--- src/rtl/qos_stat_overlay.sv ---
// qos_stat_overlay: renders a NUM_STATS x NUM_CH grid of counters as decimal digits on VGA.
// Once per frame the counters are snapshotted and converted to BCD (shift-add-3) into the back
// bank of a double-buffered digit store. The front bank feeds a 2-stage pixel pipeline that
// serves digit codes and glyph-ROM addresses.
//
// Ports:
//   clk, rst        pixel clock, asynchronous active-high reset
//   on              active-video flag
//   new_frame       one-cycle pulse at start of vertical blanking
//   x_loc, y_loc    current pixel coordinates
//   stats           counter grid, entry e = s*NUM_CH + c at [e*CNT_W +: CNT_W]
//   pixel_active    pixel lies inside a visible (non-blanked) digit cell
//   digit           BCD digit for the glyph ROM
//   glyph_addr      glyph ROM pixel address
//   busy            conversion in progress
//   skip_count      saturating count of new_frame pulses ignored while busy
module qos_stat_overlay #(
  parameter int unsigned NUM_CH    = 4,
  parameter int unsigned NUM_STATS = 3,
  parameter int unsigned CNT_W     = 8,
  parameter int unsigned DIGITS    = 3,
  parameter int unsigned BLANK_LZ  = 1,
  parameter int unsigned ORIGIN_X  = 366,
  parameter int unsigned ORIGIN_Y  = 154,
  parameter int unsigned COL_PITCH = 60,
  parameter int unsigned ROW_PITCH = 95,
  parameter int unsigned CELL_W    = 10,
  parameter int unsigned CELL_H    = 16
) (
  input  logic                              clk,
  input  logic                              rst,
  input  logic                              on,
  input  logic                              new_frame,
  input  logic [9:0]                        x_loc,
  input  logic [9:0]                        y_loc,
  input  logic [NUM_STATS*NUM_CH*CNT_W-1:0] stats,
  output logic                              pixel_active,
  output logic [3:0]                        digit,
  output logic [7:0]                        glyph_addr,
  output logic                              busy,
  output logic [7:0]                        skip_count
);

  // Decimal digits needed to hold 2^w - 1.
  function automatic int unsigned dec_digits(input int unsigned w);
    longint unsigned v;
    int unsigned     n;
    v = (64'd1 << w) - 64'd1;
    n = 1;
    while (v >= 64'd10) begin
      v = v / 64'd10;
      n = n + 1;
    end
    return n;
  endfunction

  function automatic longint unsigned pow10(input int unsigned n);
    longint unsigned p;
    p = 64'd1;
    for (int unsigned i = 0; i < n; i++) p = p * 64'd10;
    return p;
  endfunction

  localparam int unsigned NumEnt  = NUM_STATS * NUM_CH;
  localparam int unsigned EntW    = (NumEnt > 1) ? $clog2(NumEnt) : 1;
  localparam int unsigned DigW    = (DIGITS > 1) ? $clog2(DIGITS) : 1;
  localparam int unsigned CntW    = $clog2(CNT_W + 1);
  localparam int unsigned AccDig  = (dec_digits(CNT_W) > DIGITS) ? dec_digits(CNT_W) : DIGITS;
  localparam int unsigned AccW    = 4 * AccDig;
  localparam longint unsigned MaxShow = pow10(DIGITS) - 64'd1;

  typedef enum logic [2:0] {StIdle, StLoad, StShift, StWrite, StSwap} state_e;

  state_e                              state_q, state_d;
  logic [NUM_STATS*NUM_CH*CNT_W-1:0]   snap_q;
  logic [EntW-1:0]                     ent_q;
  logic [CntW-1:0]                     bit_q;
  logic [CNT_W-1:0]                    sh_q, load_val;
  logic [AccW-1:0]                     bcd_q, bcd_adj;
  logic                                sat_q;
  logic                                sel_q;   // front bank index
  logic [7:0]                          skip_q;
  logic [3:0]                          bank_q [2][NumEnt][DIGITS];

  // ---------------------------------------------------------------------------------------------
  // Converter FSM
  // ---------------------------------------------------------------------------------------------
  always_ff @(posedge clk or posedge rst) begin
    if (rst) state_q <= StIdle;
    else     state_q <= state_d;
  end

  always_comb begin
    state_d = state_q;
    unique case (state_q)
      StIdle:  if (new_frame) state_d = StLoad;
      StLoad:  state_d = StShift;
      StShift: if (bit_q == CntW'(CNT_W - 1)) state_d = StWrite;
      StWrite: state_d = (ent_q == EntW'(NumEnt - 1)) ? StSwap : StLoad;
      StSwap:  state_d = StIdle;
      default: state_d = StIdle;
    endcase
  end

  assign load_val = snap_q[int'(ent_q) * CNT_W +: CNT_W];

  // Double-dabble correction: every nibble >= 5 gets +3 before the shift.
  always_comb begin
    bcd_adj = bcd_q;
    for (int i = 0; i < int'(AccDig); i++) begin
      if (bcd_q[i*4 +: 4] >= 4'd5) bcd_adj[i*4 +: 4] = bcd_q[i*4 +: 4] + 4'd3;
    end
  end

  always_ff @(posedge clk or posedge rst) begin
    if (rst) begin
      snap_q <= '0;
      ent_q  <= '0;
      bit_q  <= '0;
      sh_q   <= '0;
      bcd_q  <= '0;
      sat_q  <= 1'b0;
      sel_q  <= 1'b0;
      skip_q <= '0;
      for (int b = 0; b < 2; b++) begin
        for (int e = 0; e < int'(NumEnt); e++) begin
          for (int d = 0; d < int'(DIGITS); d++) bank_q[b][e][d] <= 4'd0;
        end
      end
    end else begin
      // Pulses arriving outside IDLE (including the SWAP cycle) are dropped and counted.
      if (new_frame && state_q != StIdle && skip_q != 8'hFF) skip_q <= skip_q + 8'd1;
      unique case (state_q)
        StIdle: begin
          if (new_frame) begin
            snap_q <= stats;
            ent_q  <= '0;
          end
        end
        StLoad: begin
          sh_q  <= load_val;
          bcd_q <= '0;
          bit_q <= '0;
          sat_q <= (64'(load_val) > MaxShow);
        end
        StShift: begin
          {bcd_q, sh_q} <= {bcd_adj, sh_q} << 1;
          bit_q         <= bit_q + CntW'(1);
        end
        StWrite: begin
          // Digit index 0 is the most significant displayed digit.
          for (int d = 0; d < int'(DIGITS); d++) begin
            bank_q[~sel_q][ent_q][d] <= sat_q ? 4'd9 : bcd_q[(DIGITS - 1 - d) * 4 +: 4];
          end
          if (ent_q != EntW'(NumEnt - 1)) ent_q <= ent_q + EntW'(1);
        end
        StSwap:  sel_q <= ~sel_q;
        default: ;
      endcase
    end
  end

  assign busy       = (state_q != StIdle);
  assign skip_count = skip_q;

  // ---------------------------------------------------------------------------------------------
  // Pixel path
  // ---------------------------------------------------------------------------------------------
  logic            hit1_d, hit1_q;
  logic [EntW-1:0] ent1_d, ent1_q;
  logic [DigW-1:0] dig1_d, dig1_q;
  logic [7:0]      addr1_d, addr1_q;
  logic [3:0]      rd_dig;
  logic            lead_zero, blanked;

  // Stage 1: locate the cell under the pixel (strict bounds on all four sides).
  always_comb begin
    int xi, yi, lx, ly;
    hit1_d  = 1'b0;
    ent1_d  = '0;
    dig1_d  = '0;
    addr1_d = '0;
    xi      = int'(x_loc);
    yi      = int'(y_loc);
    lx      = 0;
    ly      = 0;
    for (int s = 0; s < int'(NUM_STATS); s++) begin
      for (int c = 0; c < int'(NUM_CH); c++) begin
        for (int d = 0; d < int'(DIGITS); d++) begin
          lx = int'(ORIGIN_X) + c * int'(COL_PITCH) + d * int'(CELL_W);
          ly = int'(ORIGIN_Y) + s * int'(ROW_PITCH);
          if (on && xi > lx && xi < lx + int'(CELL_W) && yi > ly && yi < ly + int'(CELL_H)) begin
            hit1_d  = 1'b1;
            ent1_d  = EntW'(s * int'(NUM_CH) + c);
            dig1_d  = DigW'(d);
            addr1_d = 8'((yi - ly - 1) * int'(CELL_W - 1) + (xi - lx - 1));
          end
        end
      end
    end
  end

  // Stage 2 lookup: a digit is blanked when it and every more significant digit are zero.
  always_comb begin
    rd_dig    = bank_q[sel_q][ent1_q][dig1_q];
    lead_zero = 1'b1;
    for (int d = 0; d < int'(DIGITS); d++) begin
      if (d <= int'(dig1_q) && bank_q[sel_q][ent1_q][d] != 4'd0) lead_zero = 1'b0;
    end
    blanked = (BLANK_LZ != 0) && (int'(dig1_q) < int'(DIGITS) - 1) && lead_zero;
  end

  always_ff @(posedge clk or posedge rst) begin
    if (rst) begin
      hit1_q       <= 1'b0;
      ent1_q       <= '0;
      dig1_q       <= '0;
      addr1_q      <= '0;
      pixel_active <= 1'b0;
      digit        <= 4'd0;
      glyph_addr   <= 8'd0;
    end else begin
      hit1_q  <= hit1_d;
      ent1_q  <= ent1_d;
      dig1_q  <= dig1_d;
      addr1_q <= addr1_d;
      if (hit1_q) begin
        pixel_active <= ~blanked;
        digit        <= rd_dig;
        glyph_addr   <= addr1_q;
      end else begin
        pixel_active <= 1'b0;
        digit        <= 4'd0;
        glyph_addr   <= 8'd0;
      end
    end
  end

endmodule

--- config.mk ---
export PLATFORM = sky130hd
export DESIGN_NAME = qos_stat_overlay
export DESIGN_NICKNAME = d
export VERILOG_FILES = /design/src/rtl/qos_stat_overlay.sv
export SDC_FILE = /design/constraint.sdc
export NUM_CORES = 1
export LEC_CHECK = 0
export BUFFER_PORTS_ARGS = -buffer_cell sky130_fd_sc_hd__clkbuf_2
export CAP_MARGIN = 20
export CORE_MARGIN = 3
export CORE_UTILIZATION = 59
export CTS_BUF_LIST = sky130_fd_sc_hd__clkbuf_4 sky130_fd_sc_hd__clkbuf_8
export DETAILED_ROUTE_END_ITERATION = 8
export HOLD_SLACK_MARGIN = 0.1
export PLACE_DENSITY = 0.89
export SLEW_MARGIN = 20
export SYNTH_ARGS = -nofsm -noshare
export SYNTH_HDL_FRONTEND = slang
export SYNTH_SLANG_ARGS = --single-unit
--- constraint.sdc ---
create_clock -name clk -period 29.9 [get_ports clk]
set_input_delay 5.98 -clock clk [delete_from_list [all_inputs] [get_ports clk]]
set_output_delay 5.98 -clock clk [all_outputs]
set_load 0.02 [all_outputs]
==> metrics.txt <==
clk buf depth=3; ys flop type=dfrtp_1; first-iteration detailed-routing DRC count=around 2,800; die height=233.8 µm; DP Area=between 30,000 and 40,000 µm²; hold slack=0.4433 ns; crit-path max FO=12; dpl hpwl=between 60,000 and 70,000 µm; switching share of power=0.3977; worst reg2reg endpoint=digit[0]; slew margin rel.=0.2146; CTS root buf=clkbuf_8; floorplan row count=between 80 and 90; actual slew at the worst max-slew pin=around 1.2 ns; total track usage=0.3605; peak supply drop=between 40 and 50 µV; maximum clock frequency=89.09 MHz; clk sinks=452; Internal Pwr Total=1.605 mW; die width=233.8 µm; syn_nets=roughly 3,200; core area=about 51,000 µm²; Initial Utilization=0.6043; routed via count=~25,000; PnR Total Power=~2.7 mW; CP endpoint kind=flop; first-pass GRT wire length=between 100,000 and 150,000 µm; TritonCTS Buffers=76; Synth Instances=2,938; Clk network pwr share=0.232; fin crit share=0.3754; Yosys top cell area share=0.3693; CTS tree=yes; largest net degree at the start of global routing=87; post-synthesis xor/xnor area fraction=0.09061; r2r setup slk=26.13 ns; area grow syn2layout=9.817%; ANT nets after route=0; Worst setup SP type=primary input; status=finished clean; number of synthesized register bits=452; hold_sp=addr1_q[0]; final wirelength=98,870 µm; crit path DAT=11.75 ns; fill count=3,668; Flop pwr share=0.317; CTS Hold Bufs=0; grt total ovfl=0; layout cells sized above 1=0.2391; max-slew violations=0; library cells used by synthesis=86; placer congestion estimate=roughly 1.1; drt first pass iters=6; vias in the first global route=24,958; WL/cell=approximately 26 µm; max_cap viols=0; Critical R2R Launch=sel_q; largest family of logic cells by synthesized area=multiplexers; Hold/Removal Path Class=flop to flop; Hold Path Depth=1; synthesis warning total=0; R2R cell count=8; # DRC=0; RSZ-0062 raised after global routing=false; setup TNS=0 ns; final setup fails=0; top cells by area, synth=dfrtp_1 (37%), mux2_2 (11%), mux4_2 (7.9%), ha_1 (7.4%), xnor2_1 (6.1%); post-CTS sizing=0; post-synthesis mux area share=0.1935; Worst EP required=between 30 and 40 ns; Comb pwr share=0.451; worst hold path endpoint=glyph_addr[0]; syn_area_per_cell=~10 µm²; area of the mapped netlist=about 31,000 µm²; initial antenna violation count=11; post-CTS setup buffer count=0; I/O pin count=between 100 and 150; H-Tree Depth=3; final instance area=33,630 µm²; Post-Synth Adder-Cell Area=0.08220; Pleak=about 15 nW; Crit Path Class=primary input to flop; Synth async-reset ratio=1.000; Vias per Instance=6.683; number of synthesized flops with an enable pin=0; total die area=approximately 55,000 µm²; final hold vios=0; post-synthesis simple-gate area fraction=0.09760; Sw Pwr=1.060 mW; pwr dens=slightly below 80 nW/µm²; Worst-path clk slew=0.06 ns; Worst Skew=~0.052 ns; clk_lat worst skew=slightly below 0.7 ns; register area share after synthesis=0.3693; fin nets=~3,300; Synth Area in Compound Gates=0.1362; Final min period=11.22 ns; port buffer count=approximately 140; post-synth top area cell=dfrtp_1
## registers in the layout, summed over array words and instances, names as in the netlist, 3 cells and up
register    flops
bank_q        288
snap_q         96
bcd_q          12
addr1_q         8
glyph_addr      8
sh_q            8
skip_count      8
bit_q           4
digit           4
ent1_q          4
ent_q           4
state_q         3
## Yosys cell counts (43+ instances only)
library cell / n
mux2_2: 289
a21oi_1: 185
a21o_1: 58
ha_1: 182
mux4_2: 108
nor2_1: 158
clkbuf_1: 141
inv_1: 70
dfrtp_1: 452
o22ai_1: 43
nand2_1: 258
xnor2_1: 212
xor2_1: 83
o21ai_0: 209
## cell usage in the layout (no fill, tap or decap), types with 13 or more instances in the layout
cell	netlist	final
xnor2_1	212	210
nor3_1	29	28
mux2_2	289	289
a21oi_1	185	185
o22ai_1	43	43
nand4_1	13	13
xor2_1	83	83
o221ai_1	14	14
clkbuf_2	0	141
inv_1	70	69
o21a_1	21	21
and2_1	31	31
nand3_1	28	28
a31oi_1	14	14
nand2b_1	35	35
nor2_1	158	157
or3_1	14	14
o21ai_0	209	209
o21bai_1	22	22
mux2i_1	24	24
buf_4	0	41
mux4_2	108	108
clkbuf_4	0	20
a21o_1	58	58
nand2_1	258	258
ha_1	182	182
dfrtp_1	452	448
nor2b_1	22	22
clkbuf_8	0	95
## through the flow
| step | util | worst slack (ns) | std cells |
|---|---|---|---|
| 5_1_grt | 0.6636 | 18.51 | 3768 |
| 2_1_floorplan | - | 11.32 | 2938 |
| 3_3_place_gp | 0.6295 | 18.33 | 3625 |
| 4_1_cts | 0.6631 | 18.94 | 3759 |
| 3_5_place_dp | 0.6295 | 18.28 | 3625 |
| 6_report | 0.6636 | 18.68 | 3768 |
## critical path, cell delays in order
cell      delay [ns]
clkbuf_2        0.19
inv_1           0.22
ha_1            0.34
xnor2_1         0.35
inv_1           0.21
nor3_1          0.39
nand2_1         0.09
nor2_1          0.14
xnor2_1         0.10
ha_1            0.35
fa_1            1.17
ha_1            0.40
o21ai_0         0.13
nand2b_1        0.16
a21oi_1         0.26
xor2_1          0.19
xnor2_1         0.13
o22ai_1         0.10
o31a_1          0.28
o41ai_1         0.42
a21oi_1         0.12
## worst max-delay path by stage
| stage | startpoint | to | slack, ns |
|---|---|---|---|
| after CTS | y_loc[0] | addr1_q[7] | 18.94 |
| final | y_loc[0] | addr1_q[7] | 18.68 |
| after floorplan | rst | addr1_q[0] | 11.32 |
| after global routing | y_loc[0] | addr1_q[7] | 18.51 |
| after global placement | y_loc[0] | addr1_q[7] | 18.33 |
| after detailed placement | y_loc[0] | addr1_q[7] | 18.28 |
## power groups by stage
stage	clock network (mW)	registers (mW)	logic (mW)
final	0.619	0.844	1.20
after global routing	0.650	0.860	1.28
after CTS	0.621	0.840	1.17
after detailed placement	0	0.845	1.15
after global placement	0	0.836	1.13
after floorplan	0	0.786	0.916
## per-layer routing
metal	wire length [µm]	up-vias	GRT usage
met5	17	-	0
met3	9982	410	0.07920
li1	-	10911	-
met2	45410	1540	0.5710
met4	6093	2	0.1982
met1	37370	12317	0.4635
## cell families after synthesis
kind of cell	after synthesis
compound gates	679
simple gates	642
flops	452
mux	421
xor+xnor	304
buf+inv	243
fa+ha+maj	197
## cell type report
type                       instances  area, µm²  share of cell area
inverter                          75      289.0            0.008593
antenna                            9      22.52           0.0006696
sequential                       452      11320              0.3366
tap                              672      840.8             0.02500
timing repair buffer             183       1025             0.03047
clock buffer                     115       1458             0.04334
multi-input combinational       2243      18430              0.5480
clock inverter                    19      246.5            0.007329
Power figures use the tool's default switching activity.
